### src/rtl/reg_file_mp.sv
// Multi-port register file: N combinational reads, M prioritised writes, pending scoreboard.
// Optional same-cycle write-to-read forwarding is built when REG_FILE_BYPASS_EN is defined.
module reg_file_mp #(
  parameter int ADDR_WIDTH   = 3,
  parameter int REG_WIDTH    = 32,
  parameter int NUM_RD_PORTS = 2,
  parameter int NUM_WR_PORTS = 2,
  parameter int ZERO_REG     = 1
) (
  input  logic                               i_clk,
  input  logic                               i_rst,
  input  logic [NUM_RD_PORTS*ADDR_WIDTH-1:0] i_rd_addr,
  output logic [NUM_RD_PORTS*REG_WIDTH-1:0]  o_rd_val,
  output logic [NUM_RD_PORTS-1:0]            o_rd_pending,
  input  logic [NUM_WR_PORTS-1:0]            i_wr_en,
  input  logic [NUM_WR_PORTS*ADDR_WIDTH-1:0] i_wr_addr,
  input  logic [NUM_WR_PORTS*REG_WIDTH-1:0]  i_wr_val,
  input  logic                               i_claim_en,
  input  logic [ADDR_WIDTH-1:0]              i_claim_addr
);

  localparam int NUM_REGS = 1 << ADDR_WIDTH;

  logic [REG_WIDTH-1:0] regs [NUM_REGS];
  logic [NUM_REGS-1:0]  pending;

  function automatic logic is_hw_zero(input logic [ADDR_WIDTH-1:0] a);
    return (ZERO_REG != 0) && (a == '0);
  endfunction

  // Writes in ascending port order so the highest-index port lands last; a claim
  // is applied after the write clears so a same-cycle claim leaves the bit set.
  always_ff @(posedge i_clk) begin
    if (i_rst) begin
      for (int r = 0; r < NUM_REGS; r++) begin
        regs[r] <= '0;
      end
      pending <= '0;
    end else begin
      for (int w = 0; w < NUM_WR_PORTS; w++) begin
        if (i_wr_en[w] && !is_hw_zero(i_wr_addr[w*ADDR_WIDTH +: ADDR_WIDTH])) begin
          regs[i_wr_addr[w*ADDR_WIDTH +: ADDR_WIDTH]]    <= i_wr_val[w*REG_WIDTH +: REG_WIDTH];
          pending[i_wr_addr[w*ADDR_WIDTH +: ADDR_WIDTH]] <= 1'b0;
        end
      end
      if (i_claim_en && !is_hw_zero(i_claim_addr)) begin
        pending[i_claim_addr] <= 1'b1;
      end
    end
  end

  for (genvar p = 0; p < NUM_RD_PORTS; p++) begin : g_rd
    logic [ADDR_WIDTH-1:0] ra;
    logic [REG_WIDTH-1:0]  val;
    logic                  pend;

    assign ra = i_rd_addr[p*ADDR_WIDTH +: ADDR_WIDTH];

`ifdef REG_FILE_BYPASS_EN
    // Forward the winning in-flight write; pending then reflects only a same-cycle claim.
    always_comb begin
      val  = regs[ra];
      pend = pending[ra];
      for (int w = 0; w < NUM_WR_PORTS; w++) begin
        if (!i_rst && i_wr_en[w] && (i_wr_addr[w*ADDR_WIDTH +: ADDR_WIDTH] == ra)) begin
          val  = i_wr_val[w*REG_WIDTH +: REG_WIDTH];
          pend = i_claim_en && (i_claim_addr == ra);
        end
      end
      if (is_hw_zero(ra)) begin
        val  = '0;
        pend = 1'b0;
      end
    end
`else
    always_comb begin
      val  = regs[ra];
      pend = pending[ra];
      if (is_hw_zero(ra)) begin
        val  = '0;
        pend = 1'b0;
      end
    end
`endif

    assign o_rd_val[p*REG_WIDTH +: REG_WIDTH] = val;
    assign o_rd_pending[p]                    = pend;
  end

endmodule

### config.mk
export PLATFORM = sky130hd
export DESIGN_NAME = reg_file_mp
export DESIGN_NICKNAME = d
export VERILOG_FILES = /design/src/rtl/reg_file_mp.sv
export SDC_FILE = /design/constraint.sdc
export NUM_CORES = 1
export LEC_CHECK = 0
export CORE_AREA = 4 4 169 171
export DETAILED_ROUTE_END_ITERATION = 16
export DIE_AREA = 0 0 173 175
export HOLD_SLACK_MARGIN = 0.1
export PLACE_DENSITY = 0.81
export RECOVER_POWER = 100
export SYNTH_ARGS = -nofsm -noshare
export SYNTH_HDL_FRONTEND = slang
export SYNTH_SLANG_ARGS = --single-unit
### constraint.sdc
create_clock -name i_clk -period 4.95 [get_ports i_clk]
set_input_delay 0.495 -clock i_clk [delete_from_list [all_inputs] [get_ports i_clk]]
set_output_delay 0.495 -clock i_clk [all_outputs]
set_load 0.1 [all_outputs]
### After elaboration in Yosys (flattened, before gate mapping)

Memory sizes are Yosys's and may differ from the RTL's.
Cells that the tools add are included.
W data, S select, Z words.

| word-level totals | value |
|---|---|
| input bits | 84 |
| flip-flop bits (word level) | 8 |
| memories | 1 |
| logic and storage cells | 64 |
| bits in writable memories | 256 |

Memories:

| memory | words | width | rd ports | clocked after memory_dff | write ports | line | RTL |
|---|---|---|---|---|---|---|---|
| regs | 8 | 32 | 2 | 0 | 8 | 24 | `logic [REG_WIDTH-1:0] regs [NUM_REGS];` |

| cells by class | value |
|---|---|
| mux-type cells | 33 |
| bitwise gates (word level) | 5 |
| magnitude comparators | 8 |
| reduce and logical (&&, ||, !) cells | 16 |

Operators by type and width:

| cell | count |
|---|---|
| $mux W32 | 4 |
| $reduce_or A32 Y1 | 2 |
| $mux W8 | 5 |
| $lt A3 B4 Y1 const B | 5 |
| $mux W1 | 17 |
| $and A8 B8 Y8 | 2 |
| $not A8 Y8 | 2 |
| $logic_not A3 Y1 | 5 |
| $demux W1 S3 | 3 |
| $ge A3 B1 Y1 const B | 3 |
| $or A8 B8 Y8 | 1 |
| $bmux W1 S3 | 2 |
| $logic_and A1 B1 Y1 | 6 |
| $mux W3 | 2 |
| $logic_not A1 Y1 | 3 |

### Logic depth before layout (Yosys ltp)

| depth | value |
|---|---|
| word-level depth | 13 |
| mapped depth | 6 |

### Least setup slack after synthesis

Ideal clock, no wire load.

| path | value |
|---|---|
| path kind | in2reg |
| start | input port i_wr_addr[0] |
| end | memory regs[4][0], enable pin |
| path slack | -36 ps |
| stages | 2 |
| buffers on the path | 1 |
| required time | 4417 ps |
| arrival | 4453 ps |
| cells stage by stage | buf_4 > o311ai_0 |

RTL lines:

| item | line | RTL |
|---|---|---|
| start, declared | 16 | `input logic [NUM_WR_PORTS*ADDR_WIDTH-1:0] i_wr_addr,` |
| end, declared | 24 |  |

### Worst setup path after layout

| path | value |
|---|---|
| start | input port i_rd_addr[2] |
| end | output port o_rd_val[2] |

| between the ends | value |
|---|---|
| longest elaborated chain between the ends | 2 |
| elaborated cells between the ends (all ways) | 3 |
| classes of those cells | mux (1); reduce/logical (1); memory (1) |

RTL lines:

| item | line | RTL |
|---|---|---|
| start, declared | 12 | `input logic [NUM_RD_PORTS*ADDR_WIDTH-1:0] i_rd_addr,` |
| $mem_v2 Z8 W32 or $logic_not A3 Y1 (tied branches) | -- |  |
| $mux W32 * | 79 | `if (is_hw_zero(ra)) begin` |
| end, declared | 13 | `output logic [NUM_RD_PORTS*REG_WIDTH-1:0] o_rd_val,` |

Mark *: on every way between the ends. The rest lies on a longest branch, timed or not.

==> flow_summary_export.csv <==
group,metric,value,unit
clock_tree,clock_latency,0.51,ns
clock_tree,clock_tree.root_cell,"clkbuf_16",
worst_setup_path,r2r_end,"pending[5]",
job,maxCapViolCount,15,
floorplan,initial_core_util,0.515,
worst_setup_path,arrival,3.78,ns
detailed_routing,drc,0,
worst_setup_path,worst-path-max-fanout,33,
floorplan,ios,150,
timing,timing_hold_violations_final,0,
cells_and_area,final_common_cell,"edfxtp_1",
clock_tree,postCtsHoldBufs,0,
place,gp_congestion,0.836,
worst_setup_path,reg2reg_from,"pending[5]",
logic_synthesis,postSynthAreaPerCell,12.8,µm²
place,dpl_cell_area,15200,µm²
timing,timing.final.crit_share,0.864,
grt,grt_remaining_overflow,0,
status,violations,"max-capacitance violations, max-slew violations",
logic_synthesis,yosys_register_bits,231,
clock_tree,cts_tree,"yes",
detailed_routing,vias_per_cell,7.26,
logic_synthesis,synth_nets,1164,
timing,tightest_slew,2.42,ns
logic_synthesis,synthDistinctLibCells,55,
logic_synthesis,synth_edf_count,224,
clock_tree,cts_num_sinks,231,
logic_synthesis,async_flop_share,0,
detailed_routing,wirelength,43500,µm
worst_setup_path,rr_worst_depth,2,
floorplan,die_h,175,µm
grt,groute.usage.overall,0.274,
detailed_routing,initialDrtViolationCount,1342,
pwr,powerDensity,354,nW/µm²
pwr,ir_worst_vdd,0.000233,V
worst_setup_path,worstPathRequired,4.45,ns
floorplan,chipWidth,173,µm
place,port_buffers,149,
timing,max_clock_freq,234,MHz
timing,skew,0,ns
logic_synthesis,yosysSeqAreaShare,0.496,
timing,min_period,4.28,ns
floorplan,fp.dieArea,30300,µm²
grt,grt_pass1_vias,11337,
detailed_routing,drt-wirelength-per-cell,28.6,µm
cells_and_area,syn2layout_area_growth,13.5,%
clock_tree,postCtsSetupRepairBufs,0,
clock_tree,post_cts_resized,0,
cells_and_area,finalInstanceArea,15700,µm²
pwr,power,5.57,mW
clock_tree,clk_pin_slew,0.06,ns
clock_tree,cts_max_path_buffers,3,
timing,rsz0062_at_grt,"false",
min_path,min_path_type,"reg -> reg",
cells_and_area,layout_common_cells,"edfxtp_1, a22o_1, mux2i_1",
pwr,p_leak,5.78,nW
logic_synthesis,yosysWarnings,0,
status,status,"finished, violations left",
grt,grt_pass1_wl,65100,µm
worst_setup_path,path_class,"in -> out",
timing,setup_viol,0,
logic_synthesis,synth_ff_type,"edfxtp_1",
logic_synthesis,synth_area,13800,µm²
min_path,min_path_cells,2,
floorplan,core_area,26900,µm²
worst_setup_path,worst_setup_path_start_kind,"primary input",
timing,slew_viol_final,456,
min_path,hold_end,"pending[7]",
timing,tns,0,ns
grt,grt_max_degree,101,
worst_setup_path,end_kind,"primary output",
floorplan,num_rows,60,
clock_tree,cts_inserted_buffers,24,
detailed_routing,ant_nets,0,
grt,antenna_found_initial,2,
worst_setup_path,rrSetupSlack,4.15,ns
min_path,min_from,"pending[7]",
detailed_routing,num_vias,11029,
cells_and_area,nets,1245,
timing,timing.slew.headroom,-0.611,
place,dp_hpwl,25400,µm
cells_and_area,n_antenna_cell,0,
clock_tree,h-tree-depth,1,
logic_synthesis,syn_inst,1080,
cells_and_area,drive_above_1_share,0.195,
detailed_routing,dr.pass1.iters,5,
cells by family after synthesis:
family	after synthesis	synth area share
simple gates	142	0.0541
flops	231	0.496
buf+inv	131	0.0525
mux	198	0.149
compound gates	378	0.248
layout make-up:
cell class	count	area, µm²
Inverter	6	22.5
Sequential cell	231	6870
Timing Repair Buffer	180	1380
Tap cell	341	427
Clock inverter	13	115
Multi-Input combinational cell	718	6200
Fill cell	2166	11200
Clock buffer	31	699
per-layer routing:
layer | GRT usage | part of all wire
met5 | 0 | 0.00078
met4 | 0.137 | 0.048
met3 | 0.0660 | 0.10
met2 | 0.458 | 0.48
met1 | 0.334 | 0.37
worst max-delay path, cell delays in order:
cell and delay, ns:
clkdlybuf4s50_1 0.97, nor2b_2 1.57, a221oi_1 0.36, buf_4 0.36
worst max-delay path by stage:
stage	start	end
CTS	i_rd_addr[2]	o_rd_val[11]
global placement	i_rst	regs[6][23]
finish	i_rd_addr[2]	o_rd_val[2]
global route	i_rd_addr[2]	o_rd_val[11]
floorplan	i_rd_addr[4]	o_rd_val[33]
detailed placement	i_rst	regs[6][31]
report_power, final:
group | leakage (nW) | internal, mW | switching [mW]
combinational | 3.11 | 0.333 | 0.975
clock | 0.405 | 1.10 | 0.763
sequential | 2.26 | 2.32 | 0.0792
total | 5.78 | 3.75 | 1.82
synthesized netlist by cell type, drive strengths merged (2+ instances only):
master | n | area (µm²)
nand4bb | 3 | 50.1
dfxtp | 7 | 140
mux2 | 63 | 709
o311ai | 2 | 17.5
a31o | 2 | 17.5
a221oi | 126 | 1100
a311o | 2 | 20.0
nor4b | 2 | 23.8
a22oi | 3 | 22.5
nor3 | 3 | 25.0
edfxtp | 224 | 6730
nand3b | 2 | 15.0
buf | 74 | 508
inv | 5 | 18.8
a21oi | 8 | 40.0
and2 | 3 | 20.0
nand2 | 102 | 390
or4 | 2 | 18.8
nor2 | 5 | 18.8
o21a | 3 | 22.5
a22o | 160 | 1400
o22ai | 65 | 719
nand4b | 3 | 32.5
nor2b | 4 | 25.0
nor4 | 2 | 42.5
mux2i | 135 | 1350
nand2b | 4 | 25.0
clkbuf | 51 | 195
stage by stage:
| step | utilization | hold WS (ns) | instances | setup WS, ns |
|---|---|---|---|---|
| 3_3_place_gp | 0.567 | 0.476 | 1476 | 1.44 |
| 4_1_cts | 0.597 | 0.497 | 1520 | 1.38 |
| 3_5_place_dp | 0.567 | 0.488 | 1476 | 1.36 |
| 6_report | 0.584 | 0.499 | 1520 | 0.673 |
| 2_1_floorplan | - | 0.461 | 1080 | 0.909 |
| 5_1_grt | 0.584 | 0.559 | 1520 | 0.631 |
state kept, by name, indices dropped and copies added (netlist names):
register,flops
pending,7
regs,224
Note: power is estimated with default switching activity, not from simulation.
